### config.mk
export PLATFORM = sky130hd
export DESIGN_NAME = icc_time_corr
export DESIGN_NICKNAME = d
export VERILOG_FILES = /design/src/rtl/icc_time_corr.sv
export SDC_FILE = /design/constraint.sdc
export NUM_CORES = 1
export LEC_CHECK = 0
export CAP_MARGIN = 20
export CORE_MARGIN = 2
export CORE_UTILIZATION = 30
export CTS_CLUSTER_SIZE = 16
export DETAILED_ROUTE_END_ITERATION = 7
export SYNTH_ARGS = -nofsm -noshare
export SYNTH_HDL_FRONTEND = slang
export SYNTH_SLANG_ARGS = --single-unit
export TNS_END_PERCENT = 50
### constraint.sdc
create_clock -name txclk -period 8.3 [get_ports txclk]
set_input_delay 1.66 -clock txclk [delete_from_list [all_inputs] [get_ports txclk]]
set_output_delay 1.66 -clock txclk [all_outputs]
set_load 0.05 [all_outputs]
### src/rtl/icc_time_corr.sv
// Corrected timebase from inter-chassis round-trip results.
// It steps the offset on acquisition and large errors, slews it on small errors, and tracks lock and the fine phase word.
module icc_time_corr #(
  parameter int STEP_THRESH = 64,
  parameter int LOCK_TOL    = 1,
  parameter int LOCK_N      = 4,
  parameter int OUTLIER_N   = 3,
  parameter int SLEW_DIV    = 16
) (
  input  logic        txclk,
  input  logic        sreset,
  input  logic [47:0] txcnt,
  input  logic        stb_diff,
  input  logic [47:0] cdiff2,
  input  logic [15:0] pdiff2,
  output logic [47:0] cnt_corr,
  output logic [47:0] offset_acc,
  output logic [13:0] ph_word,
  output logic        ph_stb,
  output logic        step_stb,
  output logic        slewing,
  output logic        locked,
  output logic [7:0]  reject_cnt
);

  localparam logic [1:0] ST_ACQ   = 2'd0;
  localparam logic [1:0] ST_TRACK = 2'd1;
  localparam logic [1:0] ST_SLEW  = 2'd2;
  localparam int DIV_W = (SLEW_DIV > 2) ? $clog2(SLEW_DIV) : 1;

  logic [1:0]        state_r;
  logic [47:0]       cnt_corr_r;
  logic signed [47:0] offset_acc_r;
  logic signed [47:0] pending_r;
  logic [13:0]       ph_word_r;
  logic              ph_stb_r;
  logic              step_stb_r;
  logic              slewing_r;
  logic              locked_r;
  logic [7:0]        reject_cnt_r;
  logic [7:0]        outcnt_r;
  logic [7:0]        lockcnt_r;
  logic [DIV_W-1:0]  divcnt_r;

  logic signed [47:0] h_s;
  logic [47:0]       habs_s;
  logic              big_s;
  logic              step_s;
  logic              rej_s;
  logic              upd_s;
  logic              tick_s;
  logic signed [47:0] sgn_s;
  logic [7:0]        lock_inc_s;
  logic              unused_s;

  assign h_s        = $signed(cdiff2) >>> 1;
  assign big_s      = habs_s > 48'(STEP_THRESH);
  assign tick_s     = !stb_diff && (state_r == ST_SLEW) && (divcnt_r == DIV_W'(SLEW_DIV - 1));
  assign sgn_s      = pending_r[47] ? -48'sd1 : 48'sd1;
  assign lock_inc_s = (lockcnt_r >= 8'(LOCK_N)) ? lockcnt_r : lockcnt_r + 8'd1;
  assign unused_s   = ^{pdiff2[15], pdiff2[0]};

  // Magnitude of the half-offset, saturating the single unrepresentable value
  always_comb begin
    habs_s = 48'd0;
    if (h_s == 48'sh8000_0000_0000) begin
      habs_s = 48'h7FFF_FFFF_FFFF;
    end else if (h_s[47]) begin
      habs_s = 48'(-h_s);
    end else begin
      habs_s = 48'(h_s);
    end
  end

  // Classify a strobed result as step, outlier reject or in-range update
  always_comb begin
    step_s = 1'b0;
    rej_s  = 1'b0;
    upd_s  = 1'b0;
    if (stb_diff) begin
      case (state_r)
        ST_TRACK, ST_SLEW: begin
          if (big_s) begin
            if (!locked_r || (outcnt_r + 8'd1 >= 8'(OUTLIER_N))) begin
              step_s = 1'b1;
            end else begin
              rej_s = 1'b1;
            end
          end else begin
            upd_s = 1'b1;
          end
        end
        default: step_s = 1'b1;
      endcase
    end else begin
      step_s = 1'b0;
    end
  end

  // Timebase, correction state machine and phase word registers
  always_ff @(posedge txclk) begin
    if (sreset) begin
      state_r      <= ST_ACQ;
      cnt_corr_r   <= 48'd0;
      offset_acc_r <= 48'sd0;
      pending_r    <= 48'sd0;
      ph_word_r    <= 14'd0;
      ph_stb_r     <= 1'b0;
      step_stb_r   <= 1'b0;
      slewing_r    <= 1'b0;
      locked_r     <= 1'b0;
      reject_cnt_r <= 8'd0;
      outcnt_r     <= 8'd0;
      lockcnt_r    <= 8'd0;
      divcnt_r     <= '0;
    end else begin
      cnt_corr_r <= txcnt + offset_acc_r;
      ph_stb_r   <= stb_diff;
      step_stb_r <= step_s;
      if (stb_diff) begin
        ph_word_r <= pdiff2[14:1];
      end
      if (step_s) begin
        offset_acc_r <= offset_acc_r + h_s;
        pending_r    <= 48'sd0;
        slewing_r    <= 1'b0;
        lockcnt_r    <= 8'd0;
        outcnt_r     <= 8'd0;
        locked_r     <= 1'b0;
        divcnt_r     <= '0;
        state_r      <= ST_TRACK;
      end else if (rej_s) begin
        outcnt_r <= outcnt_r + 8'd1;
        if (reject_cnt_r != 8'hFF) begin
          reject_cnt_r <= reject_cnt_r + 8'd1;
        end
      end else if (upd_s) begin
        // A fresh small error replaces whatever slew remainder was outstanding
        outcnt_r  <= 8'd0;
        pending_r <= h_s;
        slewing_r <= (h_s != 48'sd0);
        divcnt_r  <= '0;
        state_r   <= (h_s != 48'sd0) ? ST_SLEW : ST_TRACK;
        if (habs_s <= 48'(LOCK_TOL)) begin
          lockcnt_r <= lock_inc_s;
          if (lock_inc_s >= 8'(LOCK_N)) begin
            locked_r <= 1'b1;
          end
        end else begin
          lockcnt_r <= 8'd0;
        end
      end else if (state_r == ST_SLEW) begin
        if (tick_s) begin
          divcnt_r     <= '0;
          offset_acc_r <= offset_acc_r + sgn_s;
          pending_r    <= pending_r - sgn_s;
          if (pending_r == sgn_s) begin
            slewing_r <= 1'b0;
            state_r   <= ST_TRACK;
          end
        end else begin
          divcnt_r <= divcnt_r + DIV_W'(1);
        end
      end
    end
  end

  assign cnt_corr   = cnt_corr_r;
  assign offset_acc = offset_acc_r;
  assign ph_word    = ph_word_r;
  assign ph_stb     = ph_stb_r;
  assign step_stb   = step_stb_r;
  assign slewing    = slewing_r;
  assign locked     = locked_r;
  assign reject_cnt = reject_cnt_r;

endmodule

Word level (Yosys, flattened, before mapping). Index checks and enable logic that the tools add are counted.

Register bits: 192. Memories kept: 0. Input port bits: 115. Latch bits: 0. Bits in read-only memories: 0. Output and inout port bits: 122. Memory bits (writable): 0.

Add/subtract/negate cells: 9. Divide/modulo/power cells: 0. Bitwise gates (word level): 2. Reductions and logical operators: 25. $lt $le $gt $ge: 5. Shift operators: 0. Equality and inequality tests: 8. Muxes and demuxes: 40. Multipliers: 0.

Operator list (number): 48-bit two-way mux (11); 48-bit adder (2); 48-bit by 47-bit adder with 48-bit output (1); 47-bit by 48-bit equality test with 1-bit output (second input constant) (1); 48-bit equality test (1); 48-bit by 7-bit greater-than comparator with 1-bit output (second input constant) (1); 48-bit by 1-bit less-or-equal comparator with 1-bit output (second input constant) (1); 47-bit negation with 48-bit output (1); 48-bit nonzero test (1); 48-bit subtractor (1); 8-bit two-way mux (4); 8-bit by 1-bit adder with 8-bit output (second input constant) (3); 1-bit two-way mux (17); 8-bit by 3-bit >= comparator with 1-bit output (second input constant) (2); 4-bit AND reduction (4); 4-bit two-way mux (3); 2-bit nonzero test (6); 2-bit two-way mux (5); 3-bit nonzero test (3); 8-bit by 2-bit >= comparator with 1-bit output (second input constant) (1); 8-bit inequality test (second input constant) (1); 3-bit AND reduction (2); 4-bit by 1-bit adder with 4-bit output (second input constant) (1); 4-bit equality test (second input constant) (1); other kinds (9) (15).

Longest topological paths before layout.
Depth in word-level cells: 10. Mapped depth: 29.

Worst setup path before layout. Ideal clock, no wire load.

Kind: input port to flip-flop. From: input cdiff2[23]. To: register offset_acc_r[47], in the netlist offset_acc[47]. Arrival: 7190 ps. Setup time: 123 ps. Path slack: 987 ps. Stages: 27. Buffers on the path: 4. Path through: buf_6 > or4_1 > buf_2 > nor4_4 > nand2_1 > nor3_2 > a31oi_1 > o32a_1 > nor4_4 > a21o_1 > nand2_1 > nand2_1 > buf_2 > clkbuf_1 > o21ai_0 > ha_1 > a2111oi_0 > o21ai_0 > and4_1 > nor2_1 > o31ai_1 > a311o_1 > a21oi_1 > a21oi_1 > a31o_1 > a21oi_1 > mux2_1.

Word-level cells in the longest chain between the ends: 9.

RTL lines: start, declared (RTL line 14) `input logic [47:0] cdiff2,`; 47-bit negation with 48-bit output (RTL line 69) `habs_s = 48'(-h_s);`; 48-bit two-way mux (RTL line 68) `end else if (h_s[47]) begin`; 48-bit two-way mux (RTL line 66) `if (h_s == 48'sh8000_0000_0000) begin`; 48-bit by 7-bit greater-than comparator with 1-bit output (RTL line 57) `assign big_s = habs_s > 48'(STEP_THRESH);`; 1-bit two-way mux (RTL line 83) `if (big_s) begin`; 1-bit two-way mux (RTL line 81) `case (state_r)`; 1-bit two-way mux (RTL line 80) `if (stb_diff) begin`; 2-bit inequality test (no source line) / 2-bit nonzero test (equally long branches); 4-bit AND reduction (no source line); end signal, assigned (RTL line 124) `offset_acc_r <= offset_acc_r + h_s;`; end signal, assigned (RTL line 155) `offset_acc_r <= offset_acc_r + sgn_s;`; end, declared (RTL line 33) `logic signed [47:0] offset_acc_r;`.

Several ways; a longest one is shown, not always the timed one. A chain may end at the register's enable or synchronous reset.

Worst setup path in the final report.
From: input cdiff2[2]. To: register offset_acc_r[47], in the netlist offset_acc[47].

Same word-level chain as after synthesis.

==> metrics <==
crit-path max FO 29; reg2reg path depth 23; Slowest Stage Delay on Critical Path 0.56 ns; Largest delay share family, worst path compound AO/OA/AOI/OAI gates; Clock power frac 29.8%; die area 54760 um^2; TritonRoute pass-1 iters 5; Netlist cell types 83; chip height 234 um; Leak 8.622 nW; Setup-failing EPs final 0; most common cell after layout, fill and taps aside clkdlybuf4s50_1; Primary FF master, synth dfxtp_1; placed cell areas 19430 um^2; number of synthesized flops with an enable pin 0; gr usage total 19.15%; HP Class flip-flop to flip-flop; commonest non-fill, non-tap cells in the layout clkdlybuf4s50_1, a21oi_1, nor2_1; initial DRC count 1196; routed wire length 53110 um; post-synthesis sequential area ratio 24.09%; Stages on worst setup path 28; Syn Nets 2366; count of final max-slew check failures 0; Worst-Skew Late Latency 0.50 ns; Core ar. 52450 um^2; critical path type primary input to flip-flop; Max-Slew Margin vs Limit 32.01%; # Post-CTS Setup Buffers 0; async set or reset register ratio after synthesis 0%; Routability Congestion 0.9433; # port buffers 233; DP Wirelength 40970 um; Peak VDD IR 0.0001399 V; Place WS 0.05405 ns; critical path required time 8.68 ns; vias per cell 5.458; fmax 0.1303 GHz; Clock Sinks 191; CTS Buf Count 17; CP bufs+invs 4; antenna violations before repair 6; combinational power share 33.5%; post-route cell area 20020 um^2; outcome complete, no violations; io pins 237; area grow syn2layout 26.15%; clock slew at reported path FFs 0.07 ns; average size of a mapped cell 7.561 um^2; Setup TNS 0 ns; Post-DRT Antenna Nets 0; Tmin final 7.676 ns; DRC violations left 0; RSZ-0062 raised after global routing no; Worst Tran Pin Value 0.9941 ns; largest net degree at the start of global routing 83; net switching power 0.001029 W; P_int 0.001737 W; startpoint type of the worst setup path primary input; Initial Util 30.26%; Arr. time, crit path 8.06 ns; vias in the first global route 15968; Hold Path End lockcnt_r[6]; Die Width 234 um; Fin. Hold Viols 0; Clock H-tree levels 4; final worst setup slack 0.6238 ns; final period utilization 92.48%; power density over the cells 138.2 nW/um^2; first-pass GRT wire length 83770 um; filler cell count 5357; power share of the sequential group 36.7%; gr ovfl total 0; Worst R2R Setup Slack 2.82 ns; drt wl/cell 17.36 um; crit end category flip-flop; fin nets 2620; Hold Crit Start lockcnt_r[6]; vias 16703; Mapped Cells 2099; worst r2r src outcnt_r[1]; hold_buf cts 0; Slowest-stage cell, CP clkdlybuf4s50_1; clk_skew 0.01179 ns; Cells on Worst Hold Path 1; Core Rows 84; Clock Path Buffers 2; layout cells sized above 1 7.101%; Root Driver clkbuf_16; synthesis-stage register bit count 191; Sw Ratio 37.19%; Maximum Capacitance Violations 0; Post-Syn Area 15870 um^2; Yosys Warn Count 0; worst r2r dst offset_acc[47]; CTS tree yes
-- registers in the layout, summed over array words and instances (netlist names) --
name	count
step_stb	1
state_r	2
ph_word	14
locked	1
cnt_corr	48
divcnt_r	4
reject_cnt	8
ph_stb	1
pending_r	48
outcnt_r	8
offset_acc	48
lockcnt_r	8
-- stage by stage --
step / utilization, % / power, W / hold WS, ns / cells
2_1_floorplan: - / 0.001628 / 0.4205 / 2099
5_1_grt: 38.15 / 0.002902 / 0.4781 / 3055
3_3_place_gp: 37.03 / 0.001942 / 0.4356 / 3021
4_1_cts: 38.12 / 0.002797 / 0.4612 / 3054
3_5_place_dp: 37.05 / 0.001955 / 0.4379 / 3022
6_report: 38.17 / 0.002766 / 0.4611 / 3060
-- synthesized netlist by cell type, types with 45 or more instances --
cell      count  area [um^2]
a21oi_1     214         1071
nor2_1      194        728.2
dfxtp_1     191         3824
nand2_1     175        656.9
o21ai_0     151        755.7
ha_1        149         1864
inv_1       106        397.9
a21o_1       72        540.5
xnor2_1      69        604.3
clkbuf_1     65        244.0
nor3_1       62        310.3
nand3_1      52        260.3
xor2_1       45        394.1
-- power groups by stage --
stage                     Sequential (W)  Clock (W)  Combinational [W]
after floorplan                  0.00122          0           0.000404
after global placement           0.00104          0           0.000906
after detailed placement         0.00104          0           0.000916
after CTS                        0.00102   0.000859           0.000921
after global routing             0.00102   0.000883           0.000997
final                            0.00102   0.000823           0.000927
-- how the worst max path moves through the flow --
stage	from	to	slack (ns)
5_1_grt	cdiff2[2]	offset_acc[41]	0.04
3_3_place_gp	cdiff2[13]	offset_acc[47]	0.10
6_report	cdiff2[2]	offset_acc[47]	0.62
4_1_cts	cdiff2[13]	offset_acc[47]	0.58
3_5_place_dp	cdiff2[13]	offset_acc[47]	0.05
2_1_floorplan	cdiff2[23]	offset_acc[47]	0.99
-- final cells by class --
class | count | area, um^2 | share of cell area, %
multi-input combinational | 1710 | 11300 | 56.43
inverter | 106 | 397.9 | 1.987
clock buffer | 18 | 439.2 | 2.194
clock inverter | 14 | 122.6 | 0.6125
sequential | 191 | 3824 | 19.10
tap | 688 | 860.8 | 4.300
antenna | 6 | 15.01 | 0.07500
timing repair buffer | 327 | 3064 | 15.31
-- kinds of logic (layout without fill, tap and decap cells) --
| kind of cell | after synthesis | count (layout) | share of synthesized area [%] |
|---|---|---|---|
| buf+inv | 198 | 465 | 4.951 |
| simple gates | 719 | 719 | 22.62 |
| flops | 191 | 191 | 24.09 |
| mux | 43 | 43 | 2.728 |
| other cells | 0 | 6 | 0 |
| compound gates | 682 | 682 | 27.19 |
| fa+ha+maj | 152 | 152 | 12.13 |
| xor+xnor | 114 | 114 | 6.291 |
-- routing by layer --
layer / GRT usage [%] / share of wire [%] / vias to the layer above
met2: 31.75 / 46 / 490
met3: 4.049 / 6.2 / 87
met1: 24.48 / 45 / 7860
met4: 6.685 / 2.6 / 6
met5: 0 / 0.073 / -
li1: - / - / 8260
-- repair_timing --
| item | in CTS | in global routing |
|---|---|---|
| endpoints found under the setup margin | 0 | 3 |
| resized for setup | 0 | 4 |
| endpoints found under the hold margin | 0 | 0 |
Note: power is estimated with default switching activity, not from simulation.
